<file path="config.mk">
export PLATFORM = sky130hd
export DESIGN_NAME = io_mmio_bridge
export DESIGN_NICKNAME = d
export VERILOG_FILES = /design/src/rtl/io_map_pkg.sv /design/src/rtl/seg_scan.sv /design/src/rtl/io_mmio_bridge.sv
export SDC_FILE = /design/constraint.sdc
export NUM_CORES = 1
export LEC_CHECK = 0
export ABC_CLOCK_PERIOD_IN_PS = 3250
export CAP_MARGIN = 15
export CORE_UTILIZATION = 50
export CTS_BUF_LIST = sky130_fd_sc_hd__clkbuf_8
export CTS_CLUSTER_SIZE = 30
export DETAILED_ROUTE_END_ITERATION = 6
export PLACE_DENSITY = 0.79
export SLEW_MARGIN = 5
export SYNTH_ARGS = -nofsm -noshare
export SYNTH_HDL_FRONTEND = slang
export SYNTH_SLANG_ARGS = --single-unit
</file>
<file path="constraint.sdc">
create_clock -name clock -period 3.25 [get_ports clock]
set_input_delay 0.65 -clock clock [delete_from_list [all_inputs] [get_ports clock]]
set_output_delay 0.65 -clock clock [all_outputs]
set_load 0.005 [all_outputs]
</file>
<file path="src/rtl/io_map_pkg.sv">
// Shared constants for the board I/O bridge: register offsets, CTRL layout
// and the hex-to-segment font.
package io_map_pkg;

  localparam int unsigned ADDR_W = 32;
  localparam int unsigned DATA_W = 32;
  localparam int unsigned OFF_W  = 3;
  localparam int unsigned SEG_W  = 8;

  // Word offsets inside the 32-byte window (mem_addr[4:2])
  localparam logic [OFF_W-1:0] OFF_LED  = 3'd0;
  localparam logic [OFF_W-1:0] OFF_SW   = 3'd1;
  localparam logic [OFF_W-1:0] OFF_SEG  = 3'd2;
  localparam logic [OFF_W-1:0] OFF_CTRL = 3'd3;
  localparam logic [OFF_W-1:0] OFF_EDGE = 3'd4;

  localparam int unsigned CTRL_BLANK_W = 8;
  localparam int unsigned CTRL_EN_BIT  = 8;
  localparam int unsigned CTRL_W       = 9;

  typedef struct packed {
    logic                    en;
    logic [CTRL_BLANK_W-1:0] blank;
  } ctrl_t;

  localparam ctrl_t CTRL_RST = '{en: 1'b1, blank: 8'h00};

  // Active-low {dp,g..a}; dp is always off
  function automatic logic [SEG_W-1:0] hex_to_seg(input logic [3:0] nib);
    logic [6:0] on;
    case (nib)
      4'h0: on = 7'h3F;
      4'h1: on = 7'h06;
      4'h2: on = 7'h5B;
      4'h3: on = 7'h4F;
      4'h4: on = 7'h66;
      4'h5: on = 7'h6D;
      4'h6: on = 7'h7D;
      4'h7: on = 7'h07;
      4'h8: on = 7'h7F;
      4'h9: on = 7'h6F;
      4'hA: on = 7'h77;
      4'hB: on = 7'h7C;
      4'hC: on = 7'h39;
      4'hD: on = 7'h5E;
      4'hE: on = 7'h79;
      default: on = 7'h71;
    endcase
    return {1'b1, ~on};
  endfunction

endpackage

</file>
<file path="src/rtl/seg_scan.sv">
// Time-multiplexed 7-segment driver: slot divider, digit index, font lookup
// and active-low enable decode. seg_led_o/seg_en_o are registered together.
module seg_scan
  import io_map_pkg::*;
#(
  parameter int unsigned DIGITS   = 8,
  parameter int unsigned SCAN_DIV = 100000
) (
  input  logic                  clock,
  input  logic                  reset,
  input  logic [4*DIGITS-1:0]   seg_val_i,
  input  logic [DIGITS-1:0]     blank_i,
  input  logic                  disp_en_i,
  output logic [SEG_W-1:0]      seg_led_o,
  output logic [DIGITS-1:0]     seg_en_o
);

  localparam int unsigned DIV_W = (SCAN_DIV > 1) ? $clog2(SCAN_DIV) : 1;
  localparam int unsigned IDX_W = (DIGITS > 1) ? $clog2(DIGITS) : 1;

  logic [DIV_W-1:0]  div_q, div_d;
  logic [IDX_W-1:0]  idx_q, idx_d;
  logic [SEG_W-1:0]  seg_led_q, seg_led_d;
  logic [DIGITS-1:0] seg_en_q, seg_en_d;
  logic              slot_end_c;
  logic [3:0]        nib_c;

  always_comb begin
    div_d      = div_q;
    idx_d      = idx_q;
    nib_c      = 4'h0;
    seg_en_d   = '1;
    slot_end_c = (div_q == DIV_W'(SCAN_DIV - 1));

    if (slot_end_c) begin
      div_d = '0;
      idx_d = (idx_q == IDX_W'(DIGITS - 1)) ? '0 : idx_q + IDX_W'(1);
    end else begin
      div_d = div_q + DIV_W'(1);
    end

    // Select the nibble and the enable bit for the digit currently in its slot
    for (int unsigned i = 0; i < DIGITS; i++) begin
      if (idx_q == IDX_W'(i)) begin
        nib_c = seg_val_i[4*i +: 4];
        if (disp_en_i && !blank_i[i]) begin
          seg_en_d[i] = 1'b0;
        end
      end
    end

    seg_led_d = hex_to_seg(nib_c);
  end

  always_ff @(posedge clock) begin
    if (reset) begin
      div_q     <= '0;
      idx_q     <= '0;
      seg_led_q <= '1;
      seg_en_q  <= '1;
    end else begin
      div_q     <= div_d;
      idx_q     <= idx_d;
      seg_led_q <= seg_led_d;
      seg_en_q  <= seg_en_d;
    end
  end

  assign seg_led_o = seg_led_q;
  assign seg_en_o  = seg_en_q;

endmodule

</file>
<file path="src/rtl/io_mmio_bridge.sv">
// Memory-mapped bridge from the CPU data bus to switches, LEDs and the
// multiplexed 7-segment display, with debounced switches and W1C edge flags.
module io_mmio_bridge
  import io_map_pkg::*;
#(
  parameter int unsigned       SW_WIDTH     = 24,
  parameter int unsigned       LED_WIDTH    = 24,
  parameter int unsigned       DIGITS       = 8,
  parameter int unsigned       SCAN_DIV     = 100000,
  parameter int unsigned       DEBOUNCE_DIV = 500000,
  parameter logic [ADDR_W-1:0] BASE_ADDR    = 32'hFFFFFC00
) (
  input  logic                 clock,
  input  logic                 reset,
  input  logic [ADDR_W-1:0]    mem_addr,
  input  logic                 mem_wen,
  input  logic                 mem_ren,
  input  logic [DATA_W-1:0]    mem_wdata,
  output logic                 io_hit,
  output logic [DATA_W-1:0]    mem_rdata,
  input  logic [SW_WIDTH-1:0]  switch_in,
  output logic [LED_WIDTH-1:0] led_out,
  output logic [SEG_W-1:0]     seg_led,
  output logic [DIGITS-1:0]    seg_en
);

  localparam int unsigned DEB_W = (DEBOUNCE_DIV > 1) ? $clog2(DEBOUNCE_DIV) : 1;

  logic [LED_WIDTH-1:0] led_q, led_d;
  logic [DATA_W-1:0]    seg_q, seg_d;
  ctrl_t                ctrl_q, ctrl_d;
  logic [SW_WIDTH-1:0]  edge_q, edge_d;
  logic [SW_WIDTH-1:0]  sync1_q, sync2_q;
  logic [SW_WIDTH-1:0]  samp_q, samp_d;
  logic [SW_WIDTH-1:0]  sw_q, sw_d;
  logic [DEB_W-1:0]     deb_cnt_q, deb_cnt_d;
  logic [DATA_W-1:0]    rdata_q, rdata_d;

  logic [OFF_W-1:0]     reg_sel_c;
  logic                 wr_c;
  logic                 rd_c;
  logic                 tick_c;
  logic [SW_WIDTH-1:0]  agree_c;
  logic [SW_WIDTH-1:0]  rise_c;
  logic [SW_WIDTH-1:0]  edge_clr_c;
  logic [DATA_W-1:0]    rdata_c;
  logic [1:0]           unused_addr_c;

  assign io_hit        = (mem_addr[ADDR_W-1:5] == BASE_ADDR[ADDR_W-1:5]);
  assign reg_sel_c     = mem_addr[4:2];
  assign unused_addr_c = mem_addr[1:0];

  // Read mux: unmapped offsets return zero
  always_comb begin
    rdata_c = '0;
    case (reg_sel_c)
      OFF_LED:  rdata_c = DATA_W'(led_q);
      OFF_SW:   rdata_c = DATA_W'(sw_q);
      OFF_SEG:  rdata_c = seg_q;
      OFF_CTRL: rdata_c = {{(DATA_W - CTRL_W){1'b0}}, ctrl_q};
      OFF_EDGE: rdata_c = DATA_W'(edge_q);
      default:  rdata_c = '0;
    endcase
  end

  always_comb begin
    wr_c       = mem_wen && io_hit;
    rd_c       = mem_ren && io_hit;
    led_d      = led_q;
    seg_d      = seg_q;
    ctrl_d     = ctrl_q;
    edge_clr_c = '0;

    if (wr_c) begin
      case (reg_sel_c)
        OFF_LED:  led_d      = mem_wdata[LED_WIDTH-1:0];
        OFF_SEG:  seg_d      = mem_wdata;
        OFF_CTRL: ctrl_d     = ctrl_t'(mem_wdata[CTRL_W-1:0]);
        OFF_EDGE: edge_clr_c = mem_wdata[SW_WIDTH-1:0];
        default:  ;
      endcase
    end

    // Sample on each tick; accept a bit only when two consecutive samples agree
    tick_c    = (deb_cnt_q == DEB_W'(DEBOUNCE_DIV - 1));
    deb_cnt_d = tick_c ? '0 : deb_cnt_q + DEB_W'(1);
    samp_d    = tick_c ? sync2_q : samp_q;
    agree_c   = ~(sync2_q ^ samp_q);
    sw_d      = tick_c ? ((agree_c & sync2_q) | (~agree_c & sw_q)) : sw_q;
    rise_c    = sw_d & ~sw_q;

    // A rise in the same cycle as a clear keeps the flag set
    edge_d  = (edge_q & ~edge_clr_c) | rise_c;
    rdata_d = rd_c ? rdata_c : rdata_q;
  end

  always_ff @(posedge clock) begin
    if (reset) begin
      led_q     <= '0;
      seg_q     <= '0;
      ctrl_q    <= CTRL_RST;
      edge_q    <= '0;
      sync1_q   <= '0;
      sync2_q   <= '0;
      samp_q    <= '0;
      sw_q      <= '0;
      deb_cnt_q <= '0;
      rdata_q   <= '0;
    end else begin
      led_q     <= led_d;
      seg_q     <= seg_d;
      ctrl_q    <= ctrl_d;
      edge_q    <= edge_d;
      sync1_q   <= switch_in;
      sync2_q   <= sync1_q;
      samp_q    <= samp_d;
      sw_q      <= sw_d;
      deb_cnt_q <= deb_cnt_d;
      rdata_q   <= rdata_d;
    end
  end

  seg_scan #(
    .DIGITS   (DIGITS),
    .SCAN_DIV (SCAN_DIV)
  ) u_seg_scan (
    .clock     (clock),
    .reset     (reset),
    .seg_val_i (seg_q[4*DIGITS-1:0]),
    .blank_i   (ctrl_q.blank[DIGITS-1:0]),
    .disp_en_i (ctrl_q.en),
    .seg_led_o (seg_led),
    .seg_en_o  (seg_en)
  );

  assign led_out   = led_q;
  assign mem_rdata = rdata_q;

endmodule

</file>
==> results of run 1 <==
[power groups by stage]
stage,sequential [mW],clock [mW],combinational (mW)
5_1_grt,3.39,2.90,0.317
3_5_place_dp,3.46,0,0.295
6_report,3.38,2.69,0.298
3_3_place_gp,3.45,0,0.293
2_1_floorplan,3.45,0,0.127
4_1_cts,3.38,2.74,0.297
[layer usage]
| layer | up-vias | wire length (um) |
|---|---|---|
| li1 | 4705 | - |
| met1 | 4506 | 12600 |
| met2 | 371 | 13200 |
| met3 | 59 | 2010 |
| met4 | 0 | 790 |
| met5 | - | 0 |
[through the flow]
step | power, mW | std cells | utilization, % | instance area [um2]
floorplan | 3.57 | 1278 | - | 11200
global placement | 3.75 | 1666 | 59.8 | 13100
finish | 6.37 | 1738 | 63.4 | 13900
CTS | 6.42 | 1738 | 63.4 | 13900
global route | 6.60 | 1738 | 63.4 | 13900
detailed placement | 3.75 | 1666 | 59.8 | 13100
[synthesized netlist by cell type, drive strengths merged (3+ instances only)]
cell | instances | share of area [%]
nor2 | 164 | 5.5
nand4b | 3 | 0.23
and2 | 27 | 1.5
a22oi | 24 | 1.6
a211o | 4 | 0.31
mux2i | 93 | 8.3
or2 | 3 | 0.17
nand4 | 11 | 0.61
nand3 | 30 | 1.4
xor2 | 19 | 1.5
a221o | 6 | 0.53
ha | 15 | 1.7
nor3 | 14 | 0.62
buf | 21 | 1.2
o21ai | 98 | 4.4
nand2 | 96 | 3.2
nand2b | 5 | 0.28
dfxtp | 271 | 48
and3 | 6 | 0.33
nor4 | 6 | 0.52
o22ai | 9 | 0.50
or3 | 5 | 0.28
a21oi | 125 | 5.6
nand3b | 28 | 1.9
a211oi | 3 | 0.20
nor2b | 53 | 3.0
clkbuf | 60 | 2.0
xnor2 | 11 | 0.86
o31a | 3 | 0.23
inv | 37 | 1.2
[cell families (layout without fill, tap and decap cells)]
group	count (synthesis)	after routing	synth area share (%)
DFF	271	271	48.3
xor gates and xnor gates	30	30	2.34
AOI/OAI and AO/OA	286	286	14.4
adders and majority gates	15	15	1.67
other	1	1	0.0334
and+or+nand+nor	462	462	20.4
muxes	95	95	8.49
buffers and inverters	118	298	4.42
[path summary, 6_finish.rpt]
check | from | endpoint | slack [ns] | depth (start not counted)
max | mem_addr[6] | io_hit | 0.07 | 5
min | sync1_q[10] | sync2_q[10] | 0.43 | 1
max reg2reg | u_seg_scan.idx_q[0] | u_seg_scan.seg_led_o[0] | 0.27 | 11
min reg2reg | sync1_q[10] | sync2_q[10] | 0.43 | 1
[final cells by class]
class,count,area [um2]
Clock inverter,20,81.3
Inverter,37,139
Timing Repair Buffer,189,1840
Clock buffer,52,716
Sequential cell,271,5430
Fill cell,1858,8010
Multi-Input combinational cell,889,5330
Tap cell,280,350
[flip-flops by register name, indices dropped and copies added (netlist names)]
register,flops
u_seg_scan.seg_en_o,8
mem_rdata,32
sync2_q,24
u_seg_scan.div_q,17
sw_q,24
deb_cnt_q,19
ctrl_q,9
seg_q,32
samp_q,24
u_seg_scan.idx_q,3
u_seg_scan.seg_led_o,7
sync1_q,24
led_out,24
edge_q,24
[critical path, stage by stage]
cell and delay (ns):
clkdlybuf4s50_1 0.40, or4b_4 0.55, nor4_4 0.24, and2_4 0.20
clkdlybuf4s50_1 0.49
[cells in the final DEF (no fill, tap or decap), types with 52 or more instances in the layout]
cell type,n
a21oi_1,124
clkbuf_8,52
clkdlybuf4s50_1,159
dfxtp_1,271
inv_1,54
mux2i_1,93
nand2_1,95
nor2_1,164
nor2b_1,53
o21ai_0,74
[timing repair]
action / 4_1_cts / 5_1_grt
buffers inserted: 0 / 0
endpoints found under the setup margin: 0 / 1
gates resized for setup: 0 / 1
==> results.json, run 1 <==
{
  "whs_ns": 0.434,
  "initialDrtViolationCount": 659,
  "sequentialPowerShare_pct": 53.1,
  "avgSynthCellArea_um2": 8.79,
  "synth_edf_count": 0,
  "clkPwrFrac_pct": 42.2,
  "cp.arrival_ns": 2.53,
  "initial_core_util_pct": 51.3,
  "final_layout_size_suffix_gt1_share_pct": 6.86,
  "port_buffers": 161,
  "synth_area_um2": 11200,
  "drv_slew": 0,
  "clock_latency_ns": 0.55,
  "ir_worst_vdd_v": 0.000235,
  "grt_pass1_vias": 9041,
  "ys_ff_latch": 271,
  "setup_viol": 0,
  "netlist_instances": 1278,
  "cts_buffers": 43,
  "async_reset_ff_share_pct": 0,
  "drv_cap": 0,
  "hold_viol": 0,
  "drt_drc_violations_left": 0,
  "clock.fmax_mhz": 314,
  "top_usage_layer": "met2",
  "dieArea_um2": 23100,
  "critPathKind": "primary input to output port",
  "grt_usage_pct": 24.3,
  "firstDrtPassIters": 5,
  "gp_congestion": 0.860,
  "p_comb_share_pct": 4.7,
  "yosys.cell_types.count": 59,
  "pre_cts_ws_ns": 0.0162,
  "area_growth_pct": 23.6,
  "vias": 9641,
  "design.core.area_um2": 21900,
  "grt_max_degree": 82,
  "die-width_um": 152,
  "num_antenna_cells": 0,
  "syn-num-nets": 1385,
  "vias_per_cell": 5.55,
  "yosys_warnings": 0,
  "nNetsFinal": 1538,
  "worst_setup_path_start_kind": "primary input",
  "grt_pass1_wl_mm": 46.1,
  "skew_ns": 0.0324,
  "synth_flop_cell": "dfxtp_1",
  "wl_per_cell_um": 16.5,
  "required_ns": 2.60,
  "grtUsageMet3_pct": 4.91,
  "timing.final.ws_setup_ns": 0.0695,
  "met2_usage_pct": 39.7,
  "cp_max_fo": 2,
  "drt_wl_total_mm": 28.7,
  "ctsHoldBuffers": 0,
  "detailed_place_hpwl_mm": 19.9,
  "cts_tree": "done",
  "ctsLongestPathBuffers": 3,
  "p_leak_nw": 5.54,
  "die_y_um": 152,
  "slew_headroom_pct": 30.6,
  "antenna_found_initial": 0,
  "p_sw_mw": 1.43,
  "num_io_pins": 165,
  "switching_share_pct": 22.4,
  "end_kind": "output port",
  "fin_tns_setup_ns": 0,
  "ctsRootBufferMaster": "clkbuf_8",
  "ys_seq_area_share_pct": 48.3,
  "cts.clk_slew.worst_paths_ns": 0.06,
  "hold_class": "register to register",
  "tightest_slew_ns": 1.04,
  "ant_nets": 0,
  "num_rows": 54,
  "status": "complete, no violations",
  "rsz0062_at_grt": "no",
  "p_per_area_nw_per_um2": 459,
  "h-tree-depth": 2,
  "grtUsageMet1_pct": 31.6,
  "internal_power_mw": 4.95,
  "overflow": 0,
  "cts_sinks": 271,
  "fin_crit_sh_pct": 97.9,
  "period_needed_ns": 3.18
}
Power figures use the tool's default switching activity.
==> run 2, diff against run 1 <==
- ABC_CLOCK_PERIOD_IN_PS: 3250 -> not set
- CORE_MARGIN: not set -> 2
- PLACE_DENSITY: 0.79 -> not set
- PLACE_DENSITY_LB_ADDON: not set -> 0.15
==> results.json, run 2 (synthesis results as in run 1) <==
{
  "clock_latency_ns": 0.55,
  "p_sw_mw": 1.50,
  "drt_drc_violations_left": 0,
  "sequentialPowerShare_pct": 48.8,
  "grt_max_degree": 112,
  "grt_pass1_wl_mm": 46.0,
  "p_leak_nw": 5.64,
  "cp.arrival_ns": 2.46,
  "critPathKind": "primary input to output port",
  "dp_cells": 1672,
  "ctsHoldBuffers": 0,
  "area_growth_pct": 26.0,
  "drv_slew": 0,
  "finalPower_mw": 6.93,
  "fin_tns_setup_ns": 0,
  "hold_viol": 0,
  "fin_crit_sh_pct": 95.8,
  "final_layout_size_suffix_gt1_share_pct": 8.49,
  "cts_sinks": 271,
  "p_per_area_nw_per_um2": 489,
  "final_cell_mix": "271 x dfxtp_1, 164 x nor2_1, 159 x clkdlybuf4s50_1",
  "internal_power_mw": 5.42,
  "tightest_slew_ns": 0.828,
  "dieArea_um2": 23700,
  "period_needed_ns": 3.11,
  "clock.fmax_mhz": 321,
  "mostFrequentLayoutCell": "dfxtp_1",
  "cts_tree": "done",
  "overflow": 0,
  "num_io_pins": 165,
  "cp_max_fo": 2,
  "nNetsFinal": 1545,
  "ir_worst_vdd_v": 0.000372,
  "ant_nets": 0,
  "vias_per_cell": 5.41,
  "ctsLongestPathBuffers": 3,
  "required_ns": 2.60,
  "die_y_um": 154,
  "cts_buffers": 43,
  "whs_ns": 0.429,
  "p_comb_share_pct": 4.3,
  "grt_usage_pct": 23.8,
  "port_buffers": 161,
  "worst_setup_path_start_kind": "primary input",
  "firstDrtPassIters": 5,
  "hold_class": "register to register",
  "cts.clk_slew.worst_paths_ns": 0.06,
  "status": "complete, no violations",
  "drt_wl_total_mm": 28.5,
  "end_kind": "output port",
  "num_rows": 54,
  "fin_cells": 1752,
  "num_antenna_cells": 0,
  "switching_share_pct": 21.7,
  "multi_input_area_um2": 5330,
  "skew_ns": 0.0208,
  "slew_headroom_pct": 44.8,
  "fill_cells": 1842,
  "ctsRootBufferMaster": "clkbuf_8",
  "clkPwrFrac_pct": 46.9,
  "initial_core_util_pct": 51.1,
  "detailed_place_hpwl_mm": 19.8,
  "rsz0062_at_grt": "no",
  "gp_congestion": 0.863,
  "grt_pass1_vias": 8768,
  "design.core.area_um2": 22000,
  "drv_cap": 0,
  "vias": 9476,
  "h-tree-depth": 2,
  "regArea_um2": 5430,
  "wl_per_cell_um": 16.2,
  "initialDrtViolationCount": 649,
  "die-width_um": 154,
  "setup_viol": 0,
  "antenna_found_initial": 0
}
-- run 2: cell types whose count changed in the layout (fill, tap and decap cells not counted), sizes merged --
cell    change
buf         +7
bufinv      +3
clkbuf      +9
clkinv      +5
inv        -10
-- run 2: final cells by class --
| type | instances | area share, % |
|---|---|---|
| inverters | 37 | 0.981 |
| clock inverters | 18 | 1.16 |
| multi-input cells | 889 | 37.6 |
| repair buffers | 196 | 13.5 |
| flip-flops and latches | 271 | 38.3 |
| well taps | 280 | 2.48 |
| clock buffers | 61 | 5.93 |
-- run 2: path summary, 6_finish.rpt --
check	start	to	slack (ns)	cells past startpoint
worst max-delay path	mem_addr[6]	io_hit	0.14	5
worst min-delay path	sync1_q[21]	sync2_q[21]	0.43	1
worst min register to register	sync1_q[21]	sync2_q[21]	0.43	1
worst max register to register	u_seg_scan.idx_q[2]	u_seg_scan.seg_led_o[6]	0.33	9
-- run 2: timing repair --
action,CTS,global route
endpoints found under the hold margin,0,0
setup buffers,0,1
pin swaps,0,1
endpoints found under the setup margin,1,1
resized for setup,1,0
-- run 2: power groups by stage --
stage	Combinational (mW)	Clock, mW	Sequential (mW)
2_1_floorplan	0.127	0	3.45
3_3_place_gp	0.293	0	3.45
6_report	0.297	3.25	3.38
4_1_cts	0.297	3.32	3.38
3_5_place_dp	0.294	0	3.45
5_1_grt	0.319	3.47	3.38
-- run 2: stage by stage --
step / util [%] / worst slack [ns] / area (um2)
6_report: 64.5 / 0.136 / 14200
3_3_place_gp: 59.8 / -0.00378 / 13100
4_1_cts: 64.4 / 0.0229 / 14100
5_1_grt: 64.5 / 0.0642 / 14200
2_1_floorplan: - / 0.540 / 11200
3_5_place_dp: 59.8 / -0.0133 / 13100
-- run 2: critical path, cell delays in order --
cell and delay [ns]:
clkdlybuf4s50_1 0.40, or4b_4 0.56, nor4_4 0.17, and2_4 0.19
clkdlybuf4s50_1 0.49
-- run 2: per-layer routing --
layer	global-route usage (%)	part of all wire, %	wire length, um	vias to the layer above
met4	8.06	2.2	636	0
met2	37.3	44	12600	300
met5	0	0	0	-
met1	33.1	47	13300	4423
met3	4.57	6.6	1870	41
li1	-	-	-	4712
==> run 3, diff against run 2 <==
- SLEW_MARGIN: 5 -> 20
==> results of run 3 <==
The final DEF is identical to that of run 2; final timing and power are the same.
